<file path="config.mk">
export PLATFORM = sky130hd
export DESIGN_NAME = pwm_multi_ctrl
export DESIGN_NICKNAME = d
export VERILOG_FILES = /design/src/rtl/pwm_multi_ctrl.sv
export SDC_FILE = /design/constraint.sdc
export NUM_CORES = 1
export LEC_CHECK = 0
export CORE_ASPECT_RATIO = 0.75
export CORE_MARGIN = 4
export CORE_UTILIZATION = 50
export CTS_CLUSTER_DIAMETER = 150
export CTS_CLUSTER_SIZE = 12
export DETAILED_ROUTE_END_ITERATION = 8
export GPL_ROUTABILITY_DRIVEN = 0
export HOLD_SLACK_MARGIN = 0.1
export PLACE_DENSITY_LB_ADDON = 0.3
export SKIP_CTS_REPAIR_TIMING = 1
export SYNTH_ARGS = -nofsm -noshare
export SYNTH_HDL_FRONTEND = slang
export SYNTH_SLANG_ARGS = --single-unit
</file>
<file path="constraint.sdc">
create_clock -name clk -period 2.5 [get_ports clk]
set_clock_uncertainty 0.05 [all_clocks]
set_input_delay 0.375 -clock clk [delete_from_list [all_inputs] [get_ports clk]]
set_output_delay 0.375 -clock clk [all_outputs]
set_load 0.05 [all_outputs]
</file>
<file path="src/rtl/pwm_multi_ctrl.sv">
// Multi-channel PWM with programmable period, edge/centre counting and per-channel thresholds.
// Optional per-channel output polarity is compiled in with `define PWM_POLARITY_EN.
module pwm_multi_ctrl #(
    parameter int WIDTH    = 16,
    parameter int CHANNELS = 4
) (
    input  logic                      clk,
    input  logic                      rst,
    input  logic                      enable_i,
    input  logic                      center_i,
    input  logic [WIDTH-1:0]          period_i,
    input  logic [CHANNELS*WIDTH-1:0] thres_i,
    input  logic                      load_i,
`ifdef PWM_POLARITY_EN
    input  logic [CHANNELS-1:0]       polarity_i,
`endif
    output logic                      pending_o,
    output logic                      cycle_o,
    output logic [CHANNELS-1:0]       pwm_o
);

    typedef enum logic {
        DIR_UP   = 1'b0,
        DIR_DOWN = 1'b1
    } dir_t;

    // Everything that travels through the shadow path as one unit.
    typedef struct packed {
        logic                           center;
        logic [WIDTH-1:0]               period;
        logic [CHANNELS-1:0][WIDTH-1:0] thr;
`ifdef PWM_POLARITY_EN
        logic [CHANNELS-1:0]            pol;
`endif
    } cfg_t;

    cfg_t                cfg_in;
    cfg_t                cfg_a;
    cfg_t                cfg_p;
    logic [WIDTH-1:0]    cnt;
    dir_t                dir;
    logic [WIDTH-1:0]    cnt_nxt;
    dir_t                dir_nxt;
    logic                boundary;
    logic [CHANNELS-1:0] pwm_raw;

    always_comb begin
        cfg_in        = '0;
        cfg_in.center = center_i;
        cfg_in.period = period_i;
        cfg_in.thr    = thres_i;
`ifdef PWM_POLARITY_EN
        cfg_in.pol    = polarity_i;
`endif
    end

    // Next counter value; a boundary is any enabled cycle that wraps the counter to 0.
    always_comb begin
        // NOTE: every output of this block gets a default first, so no path can infer a latch.
        cnt_nxt  = '0;
        dir_nxt  = DIR_UP;
        boundary = 1'b0;
        if (!enable_i) begin
            cnt_nxt = '0;
        end else if (!cfg_a.center) begin
            if (cnt >= cfg_a.period) boundary = 1'b1;
            else                     cnt_nxt  = cnt + 1'b1;
        end else if (dir == DIR_UP) begin
            if (cnt < cfg_a.period) begin
                cnt_nxt = cnt + 1'b1;
            end else if (cfg_a.period <= WIDTH'(1)) begin
                boundary = 1'b1;
            end else begin
                cnt_nxt = cfg_a.period - 1'b1;
                dir_nxt = DIR_DOWN;
            end
        end else begin
            if (cnt <= WIDTH'(1)) begin
                boundary = 1'b1;
            end else begin
                cnt_nxt = cnt - 1'b1;
                dir_nxt = DIR_DOWN;
            end
        end
    end

    always_comb begin
        pwm_raw = '0;
        for (int k = 0; k < CHANNELS; k++) begin
            pwm_raw[k] = enable_i & (cnt < cfg_a.thr[k]);
        end
    end

    always_ff @(posedge clk or negedge rst) begin
        if (!rst) begin
            cnt       <= '0;
            dir       <= DIR_UP;
            // NOTE: the config is plain flops, not a RAM, so it is reset along with the rest.
            cfg_a     <= '0;
            cfg_p     <= '0;
            pending_o <= 1'b0;
            cycle_o   <= 1'b0;
            pwm_o     <= '0;
        end else begin
            // NOTE: non-blocking assignments keep every register sampling pre-edge values.
            cnt     <= cnt_nxt;
            dir     <= dir_nxt;
            cycle_o <= boundary;
`ifdef PWM_POLARITY_EN
            pwm_o   <= cfg_a.pol ^ pwm_raw;
`else
            pwm_o   <= pwm_raw;
`endif
            if (!enable_i) begin
                // Idle: loads go straight to active, and any leftover shadow is flushed.
                if (load_i)         cfg_a <= cfg_in;
                else if (pending_o) cfg_a <= cfg_p;
                pending_o <= 1'b0;
            end else begin
                if (boundary && pending_o) cfg_a <= cfg_p;
                if (load_i) begin
                    cfg_p     <= cfg_in;
                    pending_o <= 1'b1;
                end else if (boundary) begin
                    pending_o <= 1'b0;
                end
            end
        end
    end

endmodule

</file>
**Word-level counts from Yosys, hierarchy flattened**

Index checks and enable logic that the tools add are counted.

- $add $sub $neg: 3
- Magnitude comparators: 8
- Equality and inequality tests: 2
- Multiplexer cells: 27
- Bitwise operators: 4
- Reduce and logical (&&, ||, !) cells: 4

Operators by type and width:

| cell | number |
|---|---|
| $mux 81 | 4 |
| $mux 16 | 7 |
| $lt 16x16->1 | 5 |
| $le 16x1->1 const B | 2 |
| $sub 16x1->16 const B | 2 |
| $add 16x1->16 const B | 1 |
| $ge 16x16->1 | 1 |
| $mux 1 | 16 |
| $and 1x1->1 | 4 |
| $reduce_and 2->1 | 2 |
| $ne 3x1->1 const B | 1 |
| $reduce_bool 3->1 | 1 |
| $ne 2x1->1 const B | 1 |
| $logic_and 1x1->1 | 1 |

- Flip-flop bits (word level): 185
- Input port bits: 85
- Output and inout bits: 6

**Logic depth before layout (Yosys ltp)**

Gate-level depths: netlist (run 1).

- Depth in word-level cells: 9
- Depth in mapped cells: 11

**Least setup slack after synthesis (run 1)**

OpenSTA, ideal clock, no wires.

- Kind: register to register
- Start point: register cnt[0]
- End point: register cfg_a[0] (netlist bit)
- Data arrival time: 2.512 ns
- Data required time: 2.325 ns
- Path slack: -0.188 ns
- Cell stages (with the launch flop): 12
- Path through: dfrtp_1 -> clkbuf_1 -> inv_1 -> ha_1 -> nor2b_1 -> o211ai_1 -> a2111o_1 -> a31oi_1 -> a221o_2 -> buf_6 -> buf_12 -> mux2_4

- Word-level cells in the longest chain between the ends: 8
- Elaborated cells on any way between the ends: 12
- Classes of those cells: order compare (3); eq/ne (1); mux (6); reduce/logical (2)

Ends and longest elaborated chain:

| element | line | RTL |
|---|---|---|
| start, declared | 40 | `logic [WIDTH-1:0] cnt;` |
| start signal, assigned | 106 | `cnt <= cnt_nxt;` |
| $lt 16x16->1 or $le 16x1->1 (tied branches) | 69, 78 |  |
| $mux 1 (on tied branches) | 69, 78 |  |
| $mux 1 | 68 | `end else if (dir == DIR_UP) begin` |
| $mux 1 (*) | 65 | `end else if (!cfg_a.center) begin` |
| $mux 1 (*) | 63 | `if (!enable_i) begin` |
| $logic_and 1x1->1 (*) | 120 | `if (boundary && pending_o) cfg_a <= cfg_p;` |
| $ne 2x1->1 (no line) (*) | -- |  |
| $reduce_and 2->1 (no line) (*) | -- |  |
| end signal, assigned | 116 | `if (load_i) cfg_a <= cfg_in;` |
| end signal, assigned | 117 | `else if (pending_o) cfg_a <= cfg_p;` |
| end signal, assigned | 120 |  |
| end, declared | 38 | `cfg_t cfg_a;` |

Every way passes the cells marked *; elsewhere a longest branch is shown, timed or not.
A chain may end at the register's enable or synchronous reset.

**Worst setup path in the final report (run 1)**

- Start point: register cnt[5]
- End point: register cfg_a[0] (netlist bit)

The elaborated chain is that of the path after synthesis.

==> reports/qor_table.md, run 1 <==
| Parameter | This run |
|---|---|
| Library cell with the largest summed area after synthesis | sky130_fd_sc_hd__dfrtp_1 |
| Chip Height | 136 um |
| Slowest cell on the critical path | sky130_fd_sc_hd__dfrtp_2 |
| Part of the Yosys area used for sequential elements | 0.421 |
| Number of DRC violations after detailed routing | 0 |
| Global-route wire length before repair | 43,500 um |
| Path type of the worst setup path | reg2reg |
| Clock tree buffer depth | 2 |
| Most common library cell in the layout ignoring fill and taps | sky130_fd_sc_hd__dfrtp_1 |
| Required time at the endpoint of the critical path | 2.78 ns |
| TNS Setup | -11.26 ns |
| Largest vdd supply drop | 0.623 mV |
| Dominant register cell in the synthesized netlist | sky130_fd_sc_hd__dfrtp_1 |
| Routed met3 length | 2280 um |
| Wire length per cell after detailed routing | 19.9 um |
| Nature of the critical path startpoint | flip-flop |
| Setup slack on the worst flop-to-flop path | -0.19 ns |
| Sequential standard cell area | 0.00464 mm2 |
| Worst-margin pin slew | 0.560 ns |
| Nature of the critical path endpoint | flip-flop |
| Initial cell density of the core | 0.515 |
| Yosys warns | 0 |
| # fillers | 1,550 |
| Synthesis-stage register bit count | 185 |
| Final cell area excluding filler cells | 0.0143 mm2 |
| Area of the multi-input gates | 0.00613 mm2 |
| Final hold vios | 0 |
| Total met2 wirelength after detailed routing | 13,300 um |
| Cell Chain, Critical Path | ha_1 > a21oi_1 > o21ai_1 > a2bb2oi_4 > nand3_2 > a221o_4 > clkbuf_16 > mux2_4 |
| DP HPWL | 19,800 um |
| Crit path time final | 2.69 ns |
| Detailed-routing wirelength on met1 | 13,200 um |
| Number of top-level design ports | 91 |
| HP Class | in2async |
| Register-to-Register Path Depth | 8 |
| # H-tree levels | 4 |
| Cells after synthesis | 982 |
| Number of unique standard cell types used by synthesis | 62 |
| Top area cells in the synthesized netlist | sky130_fd_sc_hd__dfrtp_1, sky130_fd_sc_hd__mux2i_1, sky130_fd_sc_hd__ha_1 |
| Relative max-transition margin | 0.627 |
| Synthesized area per cell | 11.2 um2 |
| Maxcap violations | 0 |
| CP bufs+invs | 1 |
| Clock tree from TritonCTS | done |
| RSZ-0062 raised after global routing | yes |
| Final-report max-slew violation count | 0 |
| Arrival time of data at the critical path endpoint | 2.97 ns |
| Worst-case setup margin in the final layout | -0.195 ns |
| Violations in the final reports | negative setup slack |
| Crit. path cell count | 8 |
| Count of inserted antenna diode cells | 0 |
| Reg clk slew, reported paths | 0.08 ns |
| Routed wire length | 29,500 um |
| Post-place instance area | 0.0129 mm2 |
| Total routing usage reported by global routing | 0.229 |
| Via count of the first global-routing pass | 8,263 |
| Maximum achievable frequency | 0.371 GHz |
| Lkg Pwr | 6.59 nW |
| Highest routed metal layer | met4 |
| Netlist Area Pre-Place | 0.0110 mm2 |
| Total gr overflow | 0 |
| Total power divided by cell area | 1170 mW/mm2 |
| Async S/R FF share, synth | 1.00 |
| Number of iterations in the first detailed-routing pass | 6 |
| Insertion delay to the later sink of the worst-skew pair | 0.44 ns |
| Final core occ | 0.671 |
| Antenna viol nets, final | 0 |
| Most used cells in the layout excluding fill and tap cells | sky130_fd_sc_hd__dfrtp_1, sky130_fd_sc_hd__mux2i_1, sky130_fd_sc_hd__buf_4, sky130_fd_sc_hd__clkdlybuf4s50_1, sky130_fd_sc_hd__mux2_2 |
| EDFF count, synth | 0 |
| Vias after detailed routing | 8,559 |
| Pin count of the biggest net entering global routing | 53 |
| Die Outline Area | 0.0245 mm2 |
| Rows | 46 |
| Horizontal extent of the die | 179 um |
| Proportion of layout cells with a drive suffix above 1 | 0.282 |
| Final cycle utilization of the critical path | 1.08 |
| Starting DRC count in detailed routing | 791 |
| Sink count of the clock tree | 185 |
| Final nets | 1,345 |
| Antenna violations before repair | 0 |
| Run status | complete, but fails checks |
| Number of clock buffers inserted by TritonCTS | 17 |
| Area share of the leading cell type in the synthesized netlist | 0.421 |
| Synth-to-layout area growth | 30.3% |
| Net count of the mapped netlist | 1,148 |
| Kind of cell with the highest combined delay on the critical path | compound AO/OA/AOI/OAI gates |
| Drt via density | 5.78 |
| Worst stage delay on the critical path | 0.47 ns |
| Worst slack after detailed placement | -0.0752 ns |
| Crit path max fanout | 8 |
| Port Buffer Count | 90 |
| Cell at the root of the clock tree | sky130_fd_sc_hd__clkbuf_16 |
| Area of the core region | 0.0214 mm2 |
| Number of setup violations in the final report | 93 |
through the flow:
step | power (mW) | hold slack (ns) | std cells
global placement | 12.1 | 0.310 | 1416
global route | 17.7 | 0.417 | 1480
floorplan | 9.53 | 0.0294 | 982
finish | 16.7 | 0.388 | 1480
CTS | 15.3 | -0.167 | 1448
detailed placement | 12.3 | 0.310 | 1416
state kept, by name, indices dropped and copies added, names as in the netlist:
register and cells:
dir 1, cycle_o 1, cnt 16, pwm_o 4, cfg_a 81, cfg_p 81
pending_o 1
worst reg2reg max path: stages, from the launching register on:
cell                        delay [ns]
sky130_fd_sc_hd__dfrtp_2          0.47
sky130_fd_sc_hd__ha_1             0.31
sky130_fd_sc_hd__a21oi_1          0.25
sky130_fd_sc_hd__o21ai_1          0.16
sky130_fd_sc_hd__a2bb2oi_4        0.25
sky130_fd_sc_hd__nand3_2          0.12
sky130_fd_sc_hd__a221o_4          0.47
sky130_fd_sc_hd__clkbuf_16        0.21
sky130_fd_sc_hd__mux2_4           0.31
synthesized netlist by cell type (all sizes together) (4+ instances only):
cell	n
dfrtp	185
mux2i	163
mux2	90
inv	86
ha	81
a21oi	41
nor2	35
clkbuf	27
nand2	24
buf	22
xnor2	22
o21ai	21
nand3	20
nor3	19
nand4	15
a211oi	11
and3	10
nor4	10
a21o	8
nor2b	8
a2111oi	7
nand2b	7
xor2	7
o31ai	6
or4	6
o211ai	4
or3	4
layer usage:
layer	global-route usage	up-vias
li1	-	3947
met1	0.332	4208
met2	0.349	346
met3	0.0539	58
met4	0.0596	0
met5	0	-
layout make-up:
cell class,instances,share of cell area
inverter,86,0.0225
clock inverter,15,0.0143
multi-input combinational,662,0.428
sequential,185,0.324
clock buffer,17,0.0297
timing repair buffer,227,0.156
tap,288,0.0252
report_power, final:
part | switching (mW) | leakage (nW) | internal (mW) | total [mW]
Combinational | 5.00 | 4.10 | 4.38 | 9.38
Sequential | 0.502 | 2.19 | 4.01 | 4.51
Clock | 1.38 | 0.296 | 1.45 | 2.83
kinds of logic (layout without fill, tap and decap cells):
group / count (synthesis) / in the layout / synth area share
simple gates: 168 / 168 / 0.0834
buf+inv: 135 / 345 / 0.0562
mux: 253 / 253 / 0.242
flops: 185 / 185 / 0.421
fa+ha+maj: 81 / 81 / 0.0922
compound gates: 131 / 131 / 0.0826
xor+xnor: 29 / 29 / 0.0231
worst paths after layout:
kind	start	end
max	cnt[5]	cfg_a[0]
min	rst	cfg_p[27]
max reg2reg	cnt[5]	cfg_a[0]
min reg2reg	cfg_p[47]	cfg_p[47]
max in group asynchronous	rst	cnt[0]
min in group clk	cfg_p[47]	cfg_p[47]
(Power assumes the default switching activity.)
==> run 2: changes to the inputs <==
--- a/config.mk
+++ b/config.mk
@@ -8,7 +8,7 @@
 export CORE_ASPECT_RATIO = 0.75
 export CORE_MARGIN = 4
 export CORE_UTILIZATION = 50
-export CTS_CLUSTER_DIAMETER = 150
+export CTS_CLUSTER_DIAMETER = 30
 export CTS_CLUSTER_SIZE = 12
 export DETAILED_ROUTE_END_ITERATION = 8
 export GPL_ROUTABILITY_DRIVEN = 0
==> results of run 2 <==
The final DEF is identical to that of run 1; final timing and power are the same.
==> run 3: changes to the inputs <==
--- a/config.mk
+++ b/config.mk
@@ -8,8 +8,7 @@
 export CORE_ASPECT_RATIO = 0.75
 export CORE_MARGIN = 4
 export CORE_UTILIZATION = 50
-export CTS_CLUSTER_DIAMETER = 30
-export CTS_CLUSTER_SIZE = 12
+export CTS_BUF_LIST = sky130_fd_sc_hd__clkbuf_4 sky130_fd_sc_hd__clkbuf_8
 export DETAILED_ROUTE_END_ITERATION = 8
 export GPL_ROUTABILITY_DRIVEN = 0
 export HOLD_SLACK_MARGIN = 0.1
==> run 3 against run 2 <==
  * The run still ends with negative setup slack left
  * Fmax increased by 0.15%
  * Sequential share of layout area increased by 0.29 points
  * Global-route usage decreased by 0.26 points
  * Wire length decreased by 0.45%
  * Largest power group unchanged
==> reports/qor_table.md, run 3 (synthesized netlist as in run 1, its figures left out) <==
| Parameter | This run |
|---|---|
| Maximum achievable frequency | 0.372 GHz |
| Vias after detailed routing | 8,519 |
| Rows | 46 |
| Worst-margin pin slew | 0.549 ns |
| Chip Height | 136 um |
| Total power | 16.1 mW |
| Number of setup violations in the final report | 86 |
| Final cell count without fillers | 1,481 |
| Wire length per cell after detailed routing | 19.8 um |
| Crit. path cell count | 9 |
| Worst-case setup margin in the final layout | -0.191 ns |
| Antenna violations before repair | 0 |
| Horizontal extent of the die | 179 um |
| Slowest cell on the critical path | sky130_fd_sc_hd__a2111o_1 |
| Total power divided by cell area | 1140 mW/mm2 |
| Count of placed standard cells including taps | 1,416 |
| Crit path time final | 2.69 ns |
| Routed wire length | 29,300 um |
| Clock tree buffer depth | 2 |
| Via count of the first global-routing pass | 8,210 |
| Final-report max-slew violation count | 0 |
| Largest vdd supply drop | 0.498 mV |
| Insertion delay to the later sink of the worst-skew pair | 0.48 ns |
| Cell Chain, Critical Path | ha_4 > nor2b_4 > o211ai_1 > a2111o_1 > a31oi_4 > a221o_4 > buf_12 > buf_12 > mux2i_1 |
| Total routing usage reported by global routing | 0.227 |
| Area of the core region | 0.0214 mm2 |
| Final core occ | 0.665 |
| # H-tree levels | 4 |
| Biggest registers after layout | cfg_a x81, cfg_p x81, cnt x16 |
| Path type of the worst setup path | reg2reg |
| Violations in the final reports | negative setup slack |
| Clock tree from TritonCTS | done |
| HP Class | in2async |
| Nature of the critical path startpoint | flip-flop |
| Worst stage delay on the critical path | 0.54 ns |
| DP HPWL | 19,800 um |
| Drt via density | 5.75 |
| Number of top-level design ports | 91 |
| Proportion of layout cells with a drive suffix above 1 | 0.286 |
| Global-route wire length before repair | 43,200 um |
| Relative max-transition margin | 0.634 |
| Run status | complete, but fails checks |
| Most used cells in the layout excluding fill and tap cells | sky130_fd_sc_hd__dfrtp_1, sky130_fd_sc_hd__mux2i_1, sky130_fd_sc_hd__buf_4, sky130_fd_sc_hd__clkdlybuf4s50_1, sky130_fd_sc_hd__mux2_2 |
| Total gr overflow | 0 |
| Kind of cell with the highest combined delay on the critical path | compound AO/OA/AOI/OAI gates |
| Port Buffer Count | 90 |
| Register-to-Register Path Depth | 9 |
| Required time at the endpoint of the critical path | 2.84 ns |
| Hold slack final | 0.346 ns |
| Nature of the critical path endpoint | flip-flop |
| Most common cell type on the critical path | sky130_fd_sc_hd__buf_12 |
| Crit path max fanout | 6 |
| Die Outline Area | 0.0245 mm2 |
| Starting DRC count in detailed routing | 761 |
| TNS Setup | -10.30 ns |
| Number of iterations in the first detailed-routing pass | 5 |
| Number of clock buffers inserted by TritonCTS | 17 |
| Cell at the root of the clock tree | sky130_fd_sc_hd__clkbuf_8 |
| CP bufs+invs | 2 |
| Number of DRC violations after detailed routing | 0 |
| Lkg Pwr | 6.52 nW |
| Pin count of the biggest net entering global routing | 53 |
| Sink count of the clock tree | 185 |
| Final hold vios | 0 |
| Initial cell density of the core | 0.515 |
| Arrival time of data at the critical path endpoint | 3.03 ns |
| Maxcap violations | 0 |
| Synth-to-layout area growth | 29.1% |
| Count of inserted antenna diode cells | 0 |
| Final cycle utilization of the critical path | 1.08 |
| Antenna viol nets, final | 0 |
| Reg clk slew, reported paths | 0.11 ns |
| Final nets | 1,346 |
| RSZ-0062 raised after global routing | yes |
| Most common library cell in the layout ignoring fill and taps | sky130_fd_sc_hd__dfrtp_1 |
-- run 3: cell types whose count changed in the layout (fill, tap and decap cells not counted), sizes merged --
cell / change
buf: +1
-- run 3: final timing paths --
| path | startpoint | endpoint | slack [ns] |
|---|---|---|---|
| hold reg to reg | cfg_p[47] | cfg_p[47] | 0.46 |
| max in group asynchronous | rst | cnt[1] | 1.35 |
| min in group clk | cfg_p[47] | cfg_p[47] | 0.46 |
| setup / recovery | cnt[1] | cfg_a[69] | -0.19 |
| setup reg to reg | cnt[1] | cfg_a[69] | -0.19 |
| hold / removal | rst | cfg_p[27] | 0.35 |
-- run 3: area by class of cell --
cell class                      instances  area, um2
Clock buffer                           17        234
Clock inverter                         15        205
Fill cell                            1569       7150
Inverter                               86        323
Multi-Input combinational cell        662       6160
Sequential cell                       185       4640
Tap cell                              288        360
Timing Repair Buffer                  228       2280
-- run 3: report_power, final --
group | leakage, nW | switching (mW) | internal, mW
Clock | 0.209 | 1.29 | 0.865
Sequential | 2.19 | 0.495 | 4.00
Combinational | 4.12 | 5.04 | 4.46
-- run 3: worst reg2reg max path: stages (launching register included) --
cell	delay (ns)
sky130_fd_sc_hd__dfrtp_2	0.45
sky130_fd_sc_hd__ha_4	0.27
sky130_fd_sc_hd__nor2b_4	0.14
sky130_fd_sc_hd__o211ai_1	0.12
sky130_fd_sc_hd__a2111o_1	0.55
sky130_fd_sc_hd__a31oi_4	0.23
sky130_fd_sc_hd__a221o_4	0.28
sky130_fd_sc_hd__buf_12	0.16
sky130_fd_sc_hd__buf_12	0.13
sky130_fd_sc_hd__mux2i_1	0.24
-- run 3: per-stage QoR --
step	instance area, um2	setup WS [ns]
after floorplan	11000	0.00418
after global placement	12900	-0.0557
after detailed placement	12900	-0.0752
after CTS	13400	-0.101
after global routing	14200	-0.259
final	14200	-0.191
-- run 3: per-layer routing --
layer	wire length [um]	track usage
met1	13300	0.333
met2	13300	0.345
met3	2140	0.0487
met4	595	0.0541
met5	0	0
==> RTL change 1, RTL diff (settings of run 2) <==
The output `pwm_o` loses its register stage (`pwm_o` becomes a continuous assignment).
--- a/src/rtl/pwm_multi_ctrl.sv
+++ b/src/rtl/pwm_multi_ctrl.sv
@@ -100,7 +100,6 @@
             cfg_p     <= '0;
             pending_o <= 1'b0;
             cycle_o   <= 1'b0;
-            pwm_o     <= '0;
         end else begin
             // NOTE: non-blocking assignments keep every register sampling pre-edge values.
             cnt     <= cnt_nxt;
@@ -109,7 +108,6 @@
 `ifdef PWM_POLARITY_EN
             pwm_o   <= cfg_a.pol ^ pwm_raw;
 `else
-            pwm_o   <= pwm_raw;
 `endif
             if (!enable_i) begin
                 // Idle: loads go straight to active, and any leftover shadow is flushed.
@@ -128,5 +126,7 @@
         end
     end
 
+    assign pwm_o = pwm_raw;
+
 endmodule
 
Function: changed (a bounded check fails within 4 cycles, from zero or initial values and one cycle with rst low).
==> RTL change 1 against run 2 <==
The run still ends with setup timing left; worst hold slack improved by 0.015 ns; sequential cell count is 4 lower; total power increased by 8.9%; design area increased by 3.9%; setup slack got worse by 0.52 ns; synthesized area decreased by 0.91%; routed wire length increased by 6.1%; utilization increased by 2.8 points; largest power group unchanged.
==> RTL change 1: results <==
[outcome]
status = "complete, but fails checks"
failed_checks = "setup timing"

[drt]
viasPerCell = 5.783
routed_wl_um = 31260
detail_route.first_pass.iterations = 5
wire_per_inst_um = 20.82

[timing]
max_slew.worst_pin.slew_ns = 0.6623
setup_viol = 104
period_share_pct = 128.6
worst_slack_ns = -0.7154

[final_layout]
finalNetCount = 1368
drive_gt1_share_pct = 32.65
num-fill-cells = 1469

[setup_path]
cp_max_fo = 4
cp_data_arrival_time_ns = 2.79

[grt]
grt_pass1_wl_um = 45330
track_usage_pct = 24.09
grt_max_degree = 68

[pwr]
leakage_nw = 6.755
vdd.ir_drop.worst_mv = 0.5647

[logic_synthesis]
synthCells = 978
synth_top_area_share_pct = 41.57
synthTopCellsByCount = "dfrtp_1 (181), mux2i_1 (163), mux2_2 (87)"
synth_area_leaders = "dfrtp_1 (42%), mux2i_1 (15%), ha_1 (9.3%)"
yosysSeqAreaShare_pct = 41.57
[RTL change 1: changes by cell type after synthesis]
cell / run 2 / this run
dfrtp_1: 185 / 181
[RTL change 1: logic make-up after synthesis]
kind of cell	synth area share, %
compound gates	8.336
xor+xnor	2.331
fa+ha+maj	9.301
buf+inv	5.672
flops	41.57
mux	24.38
simple gates	8.417
[RTL change 1: per-layer routing]
layer / wire, um / track usage [%] / vias up
li1: - / - / 3979
met1: 14370 / 35.55 / 4304
met2: 13890 / 35.59 / 326
met3: 2215 / 5.366 / 72
met4: 780 / 7.329 / 0
met5: 0 / 0 / -
[RTL change 1: path summary, 6_finish.rpt]
| path | end | slack, ns | cells after the start |
|---|---|---|---|
| setup reg to reg | cfg_a[16]$_DFFE_PN0P_ | -0.64 | 12 |
| min in group clk | cfg_p[30]$_DFFE_PN0P_ | 0.45 | 1 |
| hold / removal | cfg_p[43]$_DFFE_PN0P_ | 0.40 | 2 |
| hold reg to reg | cfg_p[30]$_DFFE_PN0P_ | 0.45 | 1 |
| max in group asynchronous | cfg_a[9]$_DFFE_PN0P_ | 1.31 | 3 |
| setup / recovery | pwm_o[2] | -0.72 | 7 |
[RTL change 1: report_power, final]
| part | leakage (nW) | internal (mW) | total [mW] | switching [mW] |
|---|---|---|---|---|
| clock | 0.302 | 1.68 | 2.94 | 1.25 |
| combinational | 4.31 | 5.18 | 10.8 | 5.61 |
| sequential | 2.14 | 3.92 | 4.47 | 0.555 |
| total | 6.76 | 10.8 | 18.2 | 7.42 |
[RTL change 1: area by class of cell]
class | count | area (um2) | share of cell area (%)
multi-input cells | 662 | 6439 | 43.24
flip-flops and latches | 181 | 4541 | 30.49
repair buffers | 254 | 2606 | 17.50
clock buffers | 17 | 425.4 | 2.857
well taps | 288 | 360.3 | 2.420
inverters | 86 | 322.8 | 2.168
clock inverters | 13 | 196.4 | 1.319
[RTL change 1: per-stage QoR]
stage,setup slack [ns],area [um2],hold slack (ns),total power [mW]
final,-0.7154,14890,0.4032,18.20
after global routing,-0.8125,14890,0.4411,19.13
after CTS,-0.8246,13800,-0.1577,15.90
after detailed placement,-0.3209,13180,0.3139,12.86
after global placement,-0.2700,13180,0.3137,12.55
after floorplan,-0.3580,11060,0.02941,9.645
==> RTL change 2, RTL diff (settings of run 2) <==
Without the edit above. `CHANNELS`: 4 -> 3.
--- a/src/rtl/pwm_multi_ctrl.sv
+++ b/src/rtl/pwm_multi_ctrl.sv
@@ -2,7 +2,7 @@
 // Optional per-channel output polarity is compiled in with `define PWM_POLARITY_EN.
 module pwm_multi_ctrl #(
     parameter int WIDTH    = 16,
-    parameter int CHANNELS = 4
+    parameter int CHANNELS = 3
 ) (
     input  logic                      clk,
     input  logic                      rst,
Ports: changed (resized pwm_o and thres_i); port bits go from 91 to 74. No check against the original RTL was run, so the function may have changed too.
==> RTL change 2 against run 2 <==
The run still ends with setup timing left; routed wire length decreased by 20%; synthesized area is 18% lower; sequential share of layout area shrank 0.21 points; global-route usage fell by 0.28 points; first-iteration DRC count down 26%; sequential cell count decreased by 33; maximum frequency up 2.1%; utilization is 0.22 points lower; setup slack gained 0.055 ns; design area fell by 17%; total power is 16% lower; critical path type unchanged; critical endpoint is now cfg_a[2]$_DFFE_PN0P_; largest power group unchanged; highest routed layer unchanged.
==> RTL change 2: results <==
[drt]
wire_per_inst_um = 18.99
routed_wl_um = 23530
drtIter0Drc = 586
detail_route.first_pass.iterations = 6
vias = 6933

[clock_tree]
htreeDepth = 4
worstSkewPairLatency_ns = 0.43
cts_buffers = 17
clockBufferDepth = 2
root_buffer = "clkbuf_16"
clk_pin_slew_ns = 0.06

[logic_synthesis]
synth_area_leaders = "dfrtp_1 (42%), mux2i_1 (13%), ha_1 (9.1%)"
synthTopCellsByCount = "dfrtp_1 (152), mux2i_1 (122), mux2_2 (69)"
synth-async-reset-ratio_pct = 100.0
synth_warnings = 0
synthesis.nets = 948
synth_cell_types = 59
synthCells = 813
yosysSeqAreaShare_pct = 42.04

[grt]
grt_pass1_vias = 6969
grt_max_degree = 61
track_usage_pct = 22.66
antenna_found_initial = 0
grt_pass1_wl_um = 36460

[setup_path]
worstSetupPathType = "reg2reg"
rr_startpoint = "cnt[13]$_DFF_PN0_"
cp_data_arrival_time_ns = 2.90
critPathMaxStageDelay_ns = 0.43
cp_max_fo = 8
crit_slowest_cell = "dfrtp_2"
cpLargestDelayFamily = "compound AO/OA/AOI/OAI gates"

[timing]
setup_viol = 75
worst_slack_ns = -0.1398
whs_ns = 0.4413
slew_headroom_pct = 50.60

[pwr]
swShare_pct = 39.38
vdd.ir_drop.worst_mv = 0.6054
leakage_nw = 5.355

[min_path]
hold_class = "in2async"

[place]
place_area_um2 = 10760
port_buffers = 73
dpl.hpwl_um = 16190
dp_slack_ns = -0.1723

[final_layout]
num-fill-cells = 1339
finalNetCount = 1122
diodes = 0
top_regs = "cfg_a x65, cfg_p x65, cnt x16"
drive_gt1_share_pct = 27.68

[outcome]
failed_checks = "setup timing"
status = "complete, but fails checks"
-- RTL change 2: metrics by stage --
step                setup TNS (ns)  util (%)
floorplan                        0         -
global placement            -1.576     60.76
detailed placement          -7.372     60.76
CTS                         -10.10     64.00
global route                -12.15     66.88
finish                      -7.362     66.88
-- RTL change 2: logic make-up (layout without fill, tap and decap cells) --
group	Yosys count	count (layout)	share of synthesized area [%]
XOR/XNOR	36	36	3.484
AO/OA/AOI/OAI	107	107	8.158
flip-flops	152	152	42.04
buffers and inverters	105	289	5.545
AND/OR/NAND/NOR	153	153	9.195
adder cells (fa/ha/maj)	66	66	9.126
multiplexers	194	194	22.46
-- RTL change 2: final cells by class --
class                   instances  share of cell area (%)
clock inverters                 9                  0.9825
multi-input cells             556                   42.33
flip-flops and latches        152                   32.18
well taps                     242                   2.557
inverters                      66                   2.092
clock buffers                  20                   3.856
repair buffers                194                   16.00
-- RTL change 2: power by group through the flow --
stage,sequential (mW),clock [mW],combinational (mW)
floorplan,3.87,0,4.03
global placement,3.72,0,6.45
detailed placement,3.75,0,6.62
CTS,3.72,2.59,6.76
global route,3.85,2.71,8.33
finish,3.76,2.56,7.66
-- RTL change 2: worst paths after layout --
path | endpoint | depth (start not counted)
max in group asynchronous | cfg_a[7]$_DFFE_PN0P_ | 3
max | cfg_a[2]$_DFFE_PN0P_ | 11
min in group clk | cfg_p[5]$_DFFE_PN0P_ | 1
max reg2reg | cfg_a[2]$_DFFE_PN0P_ | 11
min | cfg_p[43]$_DFFE_PN0P_ | 2
min reg2reg | cfg_p[5]$_DFFE_PN0P_ | 1
-- RTL change 2: routing by layer --
metal	up-vias	GRT usage (%)	routed length, um
met2	255	32.85	10410
met5	-	0	0
li1	3280	-	-
met4	0	7.199	520
met1	3352	33.35	10850
met3	46	5.690	1745
-- RTL change 2: worst reg2reg max path, stage by stage, from the launching register on --
cell and delay, ns:
dfrtp_2 0.43, ha_4 0.25, a211oi_2 0.28, o22ai_1 0.15, nor2_1 0.24, nand3_4 0.14, a221oi_4 0.32, nor3_4 0.07
buf_4 0.15, buf_12 0.14, clkbuf_16 0.18, mux2i_1 0.12
